$ cat config.mk
export PLATFORM = sky130hd
export DESIGN_NAME = serial_sub_ctrl
export DESIGN_NICKNAME = d
export VERILOG_FILES = /design/src/rtl/serial_sub_ctrl.sv
export SDC_FILE = /design/constraint.sdc
export NUM_CORES = 1
export LEC_CHECK = 0
export ABC_AREA = 1
export BUFFER_PORTS_ARGS = -buffer_cell sky130_fd_sc_hd__buf_2
export CAP_MARGIN = 15
export CORE_MARGIN = 8
export CORE_UTILIZATION = 49
export CTS_BUF_LIST = sky130_fd_sc_hd__clkbuf_16
export DETAILED_ROUTE_END_ITERATION = 10
export GPL_TIMING_DRIVEN = 0
export HOLD_SLACK_MARGIN = 0.1
export PLACE_DENSITY = 0.79
export SYNTH_ARGS = -nofsm -noshare
export SYNTH_HDL_FRONTEND = slang
export SYNTH_SLANG_ARGS = --single-unit
export TNS_END_PERCENT = 5
$ cat constraint.sdc
create_clock -name clk -period 1.2 [get_ports clk]
set_input_delay 0.24 -clock clk [delete_from_list [all_inputs] [get_ports clk]]
set_output_delay 0.24 -clock clk [all_outputs]
set_load 0.02 [all_outputs]
$ cat src/rtl/serial_sub_ctrl.sv
// Bit-serial subtractor controller: walks one 1-bit full subtractor over a
// WIDTH-bit operand pair, LSB first, producing a - b - bin in WIDTH cycles.
// The borrow between bits lives in a register.
//
// state | meaning
// ------+---------------------------------------------------------------
// IDLE  | waiting for start; operands latched on the accepting edge
// RUN   | one result bit per clock, borrow rippled through a register
// DONE  | single-cycle result-valid pulse, then back to IDLE

module full_subtractor (
  input  logic A,
  input  logic B,
  input  logic Bin,
  output logic D,
  output logic Bout
);

  // One-bit difference and borrow of A - B - Bin
  always_comb begin
    D    = A ^ B ^ Bin;
    Bout = (~A & B) | (~(A ^ B) & Bin);
  end

endmodule

module serial_sub_ctrl #(
  parameter int WIDTH = 8
) (
  input  logic             clk,
  input  logic             rst_n,
  input  logic             start,
  input  logic [WIDTH-1:0] a,
  input  logic [WIDTH-1:0] b,
  input  logic             bin,
  output logic             busy,
  output logic             done,
  output logic [WIDTH-1:0] diff,
  output logic             bout
);

  localparam int IW = (WIDTH > 1) ? $clog2(WIDTH) : 1;

  typedef enum logic [1:0] {
    S_IDLE = 2'd0,
    S_RUN  = 2'd1,
    S_DONE = 2'd2
  } state_t;

  state_t           state;
  state_t           state_nxt;
  logic [WIDTH-1:0] a_sh;
  logic [WIDTH-1:0] b_sh;
  logic             borrow;
  logic [IW-1:0]    idx;
  logic             cell_d;
  logic             cell_bout;
  logic             last_bit;

  assign last_bit = (idx == IW'(WIDTH - 1));

  full_subtractor u_fs (
    .A    (a_sh[0]),
    .B    (b_sh[0]),
    .Bin  (borrow),
    .D    (cell_d),
    .Bout (cell_bout)
  );

  // State register
  always_ff @(posedge clk or negedge rst_n) begin
    if (!rst_n) state <= S_IDLE;
    else        state <= state_nxt;
  end

  // Next-state logic; start only matters in IDLE
  always_comb begin
    state_nxt = state;
    case (state)
      S_IDLE:  if (start) state_nxt = S_RUN;
      S_RUN:   if (last_bit) state_nxt = S_DONE;
      S_DONE:  state_nxt = S_IDLE;
      default: state_nxt = S_IDLE;
    endcase
  end

  // Status outputs decoded straight from the state register
  always_comb begin
    busy = (state == S_RUN);
    done = (state == S_DONE);
  end

  // Operand shifters, borrow, bit index and result registers
  always_ff @(posedge clk or negedge rst_n) begin
    if (!rst_n) begin
      a_sh   <= '0;
      b_sh   <= '0;
      borrow <= 1'b0;
      idx    <= '0;
      diff   <= '0;
      bout   <= 1'b0;
    end else begin
      case (state)
        S_IDLE: begin
          if (start) begin
            a_sh   <= a;
            b_sh   <= b;
            borrow <= bin;
            idx    <= '0;
          end
        end
        S_RUN: begin
          diff[idx] <= cell_d;
          borrow    <= cell_bout;
          a_sh      <= a_sh >> 1;
          b_sh      <= b_sh >> 1;
          // idx stops at the last bit rather than wrapping past WIDTH-1
          if (last_bit) bout <= cell_bout;
          else          idx  <= idx + IW'(1);
        end
        default: ;
      endcase
    end
  end

endmodule

-- Word-level counts from Yosys, hierarchy flattened
Index checks and enable logic that the tools add are counted.
- bits in registers: 31
- input port bits: 20
- add/sub/neg operators: 1
- magnitude comparators: 2
- eq/ne operators: 6
- mux-type cells: 15
- bitwise operators: 7
- reduce and logical (&&, ||, !) cells: 7
- operator list (operator ; number):
    8-bit case mux with 2 select lines ; 2
    8-bit 2-to-1 mux ; 2
    8-bit bitwise mux ; 1
    3-bit 2-to-1 mux ; 2
    3-bit case mux with 2 select lines ; 1
    2-bit AND reduction ; 3
    3-bit by 4-bit < comparator with 1-bit output, second input constant ; 1
    2-bit 2-to-1 mux ; 2
    2-bit != test, second input constant ; 2
    2-bit case mux with 2 select lines ; 1
    3-bit by 1-bit adder with 3-bit output, second input constant ; 1
    1-bit demux with 3-bit select ; 1
    3-bit == test, second input constant ; 1
    3-bit by 1-bit greater-or-equal comparator with 1-bit output, second input constant ; 1
    3-bit AND reduction ; 1
    1-bit AND ; 2
    2-bit by 1-bit == test with 1-bit output, second input constant ; 1
    2-bit == test, second input constant ; 1
    2-bit zero test ; 1
    1-bit 2-to-1 mux ; 2
    2-bit by 1-bit != test with 1-bit output, second input constant ; 1
    1-bit NOT ; 2
    1-bit case mux with 2 select lines ; 1
    2-bit nonzero test ; 1
    other kinds (3) ; 4

-- Depth between registers and ports, before layout
- word-level depth: 5
- mapped depth: 8
- gate-level depth less buffers: 7

-- By module
Synthesis repeated with hierarchy kept, for this count alone.
- cells, all modules: 217
- area total of the unflattened synthesis: 1615.3 µm²
- by module, submodules not included (module ; times used ; cells an instance ; area an instance (µm²) ; sequential area each (µm²)):
    serial_sub_ctrl ; 1 ; 213 ; 1584.0 ; 775.7
    full_subtractor ; 1 ; 4 ; 31.3 ; 0.0

-- Worst setup path before layout
OpenSTA, ideal clock, no wires.
- path kind: reg-to-reg
- start: register b_sh[0]
- end: register diff[1]
- setup time: 0.067 ns
- arrival: 1.298 ns
- data required time: 1.133 ns
- setup slack: -0.165 ns
- stages on the path, launching flop included: 6
- path buffers: 1
- period minus slack after synthesis: 1.365 ns
- cells stage by stage: dfrtp_1 > inv_1 > fa_1 > clkbuf_1 > nand4_1 > nand2_1
- longest elaborated chain between the ends: 3
- RTL lines (item ; RTL line ; source):
    from (decl) ; 53 ; logic [WIDTH-1:0] b_sh;
    from (signal assigned) ; 116 ; b_sh <= b_sh >> 1;
    1-bit bitwise XOR (2 in series) ; 21 ; D = A ^ B ^ Bin;
    net cell_d ; 56 ; logic cell_d;
    8-bit bitwise mux ; 113 ; diff[idx] <= cell_d;
    to (signal, indexed assignment) ; 113 ;
    to (decl) ; 38 ; output logic [WIDTH-1:0] diff,
The timed path passes the listed nets, and every way through them passes these cells.
A chain may end at the register's enable or synchronous reset.

-- Final worst setup path
- start: register state[0]
- end: output done
- longest elaborated chain between the ends: 1
- RTL lines (item ; RTL line ; source):
    from (decl) ; 50 ; state_t state;
    from (signal assigned) ; 73 ; else state <= state_nxt;
    2-bit == test ; 90 ; done = (state == S_DONE);
    to (decl) ; 37 ; output logic done,
Every way passes these cells.

==> results.md <==
* Detailed Route WL at 3890 um
* Critical Path Sink: done
* VDD IR max at 1.25 mV
* Antenna violations before repair at 0
* Reg-to-reg startpoint: state[0]
* Synthesis-stage register bit count at 31
* Final worst clock skew at 2.33 ps
* Top-level port count at 31
* Tcrit/Tclk final at 119%
* Time the worst path needs with I/O delays and setup at 1430 ps
* Endpoint kind of the worst setup timing path: primary output
* Proportion of synthesized chip area in sequential cells at 49.3%
* Tightest Pin Transition at 684 ps
* Via count of the first global-routing pass at 1363
* Type of the worst min-delay path: input port to flip-flop
* Post-place instance area at 0.00179 sq mm
* Kind of start point of the critical path: flip-flop
* Cell count of the worst reg-to-reg path at 8
* Critical Path AT at 1190 ps
* Post-synthesis net count at 232
* Clock Tree Root: sky130_fd_sc_hd__clkbuf_16
* Syn-to-layout area delta at 34.9%
* Routed vias/inst at 4.83
* Instance count of the mapped netlist at 209
* Setup repair after global routing missed its margin: yes
* Die span in y at 72.7 um
* Internal reg-to-reg setup slack at -120 ps
* Setup CP Type: flip-flop to primary output
* PD cells at 2830 mW/mm^2
* Largest net degree at the start of global routing at 32
* DIE AREA at 0.00528 sq mm
* Synth Area per Inst at 7.53 sq um
* Cell area after layout at 0.00212 sq mm
* Net count of the finished layout at 281
* Final Wtd Congestion at 0.799
* DIE WIDTH at 72.7 um
* Cell Area, Synth at 0.00157 sq mm
* Effective utilization at floorplan at 51.6%
* Crit path max fanout at 4
* Violations in the final reports: negative setup slack
* DRC at 0
* Critical Path Start: state[0]
* Library cells used by synthesis at 17
* Yosys synthesis warning count at 0
* Gr ovfl total at 0
* Clock buffer count from CTS at 5
* Sum of negative setup slack at -2300 ps
* Proportion of layout cells with a drive suffix above 1 at 27.8%
* Cell row count at 20
* Reg-to-Reg End: idx[0]
* CTS tree: built
* Sink Count at 31
* GRT Util Overall at 15.5%
* Routed WL per cell at 12.8 um
* Count of inserted antenna diode cells at 0
* CORE AREA at 0.00305 sq mm
* Number of max-cap violations at 0
* Setup ws final at -227 ps
* H-tree Lvls at 2
* Data required time at the worst endpoint at 960 ps
* Count of final setup violators at 26
* Outcome: finished with violations
* Filler instances at 260
* Max Fclk at 0.701 GHz
* Final total power at 6000 uW
* Number of slew-limit violations in the final report at 0
* First-pass GRT wire length at 6240 um
* Final HPWL DP at 2390 um
* Post-route ant nets at 0
* Number of DRC markers in iteration 0 at 105
* Max Buffers Root-to-Sink at 2
* Total of buffers placed on input and output ports at 30
* Later-pin clock latency in the skew report at 280 ps
* Clk pin slew, worst setup/hold paths at 50 ps
* Routed via count at 1462
* Leakage power at 0.00118 uW
* Pre-antenna DRT Iters at 4
* Hold violation total from the final report at 0
* Worst slew margin relative to its limit at 54.4%
registers in the layout, summed over array words and instances (netlist names):
name / count
a_sh: 8
b_sh: 8
borrow: 1
bout: 1
diff: 8
idx: 3
state: 2
power breakdown:
group	internal (uW)	switching (uW)	leakage, uW
logic	1210	1760	0.000719
registers	1510	352	0.000390
clock network	743	420	0.0000701
worst min path at each step:
stage           from       to  slack [ps]  cells after the start
5_1_grt         a[7]  a_sh[7]         220                      3
6_report        b[7]  b_sh[7]         220                      3
3_5_place_dp   rst_n   idx[1]         320                      1
2_1_floorplan  rst_n  a_sh[0]         -60                      0
4_1_cts         b[7]  b_sh[7]         210                      3
3_3_place_gp   rst_n   idx[1]         320                      1
synth_stat cells:
| cell | n | area [sq um] |
|---|---|---|
| sky130_fd_sc_hd__o21ai_0 | 6 | 30.0 |
| sky130_fd_sc_hd__buf_4 | 2 | 15.0 |
| sky130_fd_sc_hd__buf_6 | 1 | 11.3 |
| sky130_fd_sc_hd__inv_2 | 2 | 7.51 |
| sky130_fd_sc_hd__ha_1 | 2 | 25.0 |
| sky130_fd_sc_hd__nor2_1 | 8 | 30.0 |
| sky130_fd_sc_hd__nand3_1 | 29 | 145 |
| sky130_fd_sc_hd__nand2_1 | 104 | 390 |
| sky130_fd_sc_hd__dfrtp_1 | 31 | 776 |
| sky130_fd_sc_hd__buf_2 | 4 | 20.0 |
| sky130_fd_sc_hd__nand4_1 | 2 | 12.5 |
| sky130_fd_sc_hd__clkbuf_1 | 1 | 3.75 |
| sky130_fd_sc_hd__nor2_4 | 1 | 11.3 |
| sky130_fd_sc_hd__fa_1 | 1 | 20.0 |
| sky130_fd_sc_hd__o21ai_2 | 1 | 8.76 |
| sky130_fd_sc_hd__nand2_4 | 2 | 22.5 |
| sky130_fd_sc_hd__inv_1 | 12 | 45.0 |
layout by cell type, fill, tap and decap left out, types with 5 or more instances in the layout:
cell type and count:
sky130_fd_sc_hd__dfrtp_1 29, sky130_fd_sc_hd__inv_1 8, sky130_fd_sc_hd__clkbuf_16 5, sky130_fd_sc_hd__nand3_1 28, sky130_fd_sc_hd__nand2_1 104, sky130_fd_sc_hd__buf_4 10
sky130_fd_sc_hd__buf_6 6, sky130_fd_sc_hd__inv_2 6, sky130_fd_sc_hd__buf_2 29, sky130_fd_sc_hd__nor2_1 6
area by class of cell:
| class | instances | area [sq um] | area share (%) |
|---|---|---|---|
| well taps | 44 | 55.1 | 2.59 |
| multi-input cells | 156 | 742 | 34.9 |
| inverters | 14 | 55.1 | 2.59 |
| clock inverters | 3 | 11.3 | 0.530 |
| repair buffers | 42 | 259 | 12.2 |
| plain buffers | 8 | 97.6 | 4.60 |
| flip-flops and latches | 31 | 778 | 36.7 |
| clock buffers | 5 | 125 | 5.89 |
repair_timing:
action	4_1_cts	5_1_grt
pin swaps	9	4
hold buffers	1	0
gates resized for setup	24	13
endpoints found under the hold margin	31	0
gates cloned	0	0
setup endpoints to repair	25	31
setup buffers	7	5
cells by family (layout without fill, tap and decap cells):
| kind of cell | count (synthesis) | after routing | synth area share [%] |
|---|---|---|---|
| compound gates | 7 | 7 | 2.46 |
| fa+ha+maj | 3 | 3 | 2.86 |
| flops | 31 | 31 | 49.3 |
| simple gates | 146 | 146 | 38.9 |
| buf+inv | 22 | 72 | 6.52 |
per-layer routing:
metal	wire length [um]	GRT usage [%]
met1	1630	18.0
met2	1910	23.4
met3	231	5.77
met4	118	10.2
met5	0	0
per-stage QoR:
| step | hold WS, ps | std cells | setup WS (ps) | utilization [%] |
|---|---|---|---|---|
| 2_1_floorplan | -55.6 | 209 | -63.3 | - |
| 3_3_place_gp | 318 | 283 | -148 | 58.6 |
| 3_5_place_dp | 321 | 283 | -182 | 58.6 |
| 4_1_cts | 214 | 299 | -196 | 67.4 |
| 5_1_grt | 220 | 303 | -242 | 69.5 |
| 6_report | 218 | 303 | -227 | 69.5 |
critical path: stages, from the launching register on:
cell                      delay, ps
sky130_fd_sc_hd__dfrtp_1        440
sky130_fd_sc_hd__buf_6          170
sky130_fd_sc_hd__buf_8          120
sky130_fd_sc_hd__nor2_4          70
sky130_fd_sc_hd__buf_6          110
(Power assumes the default switching activity.)
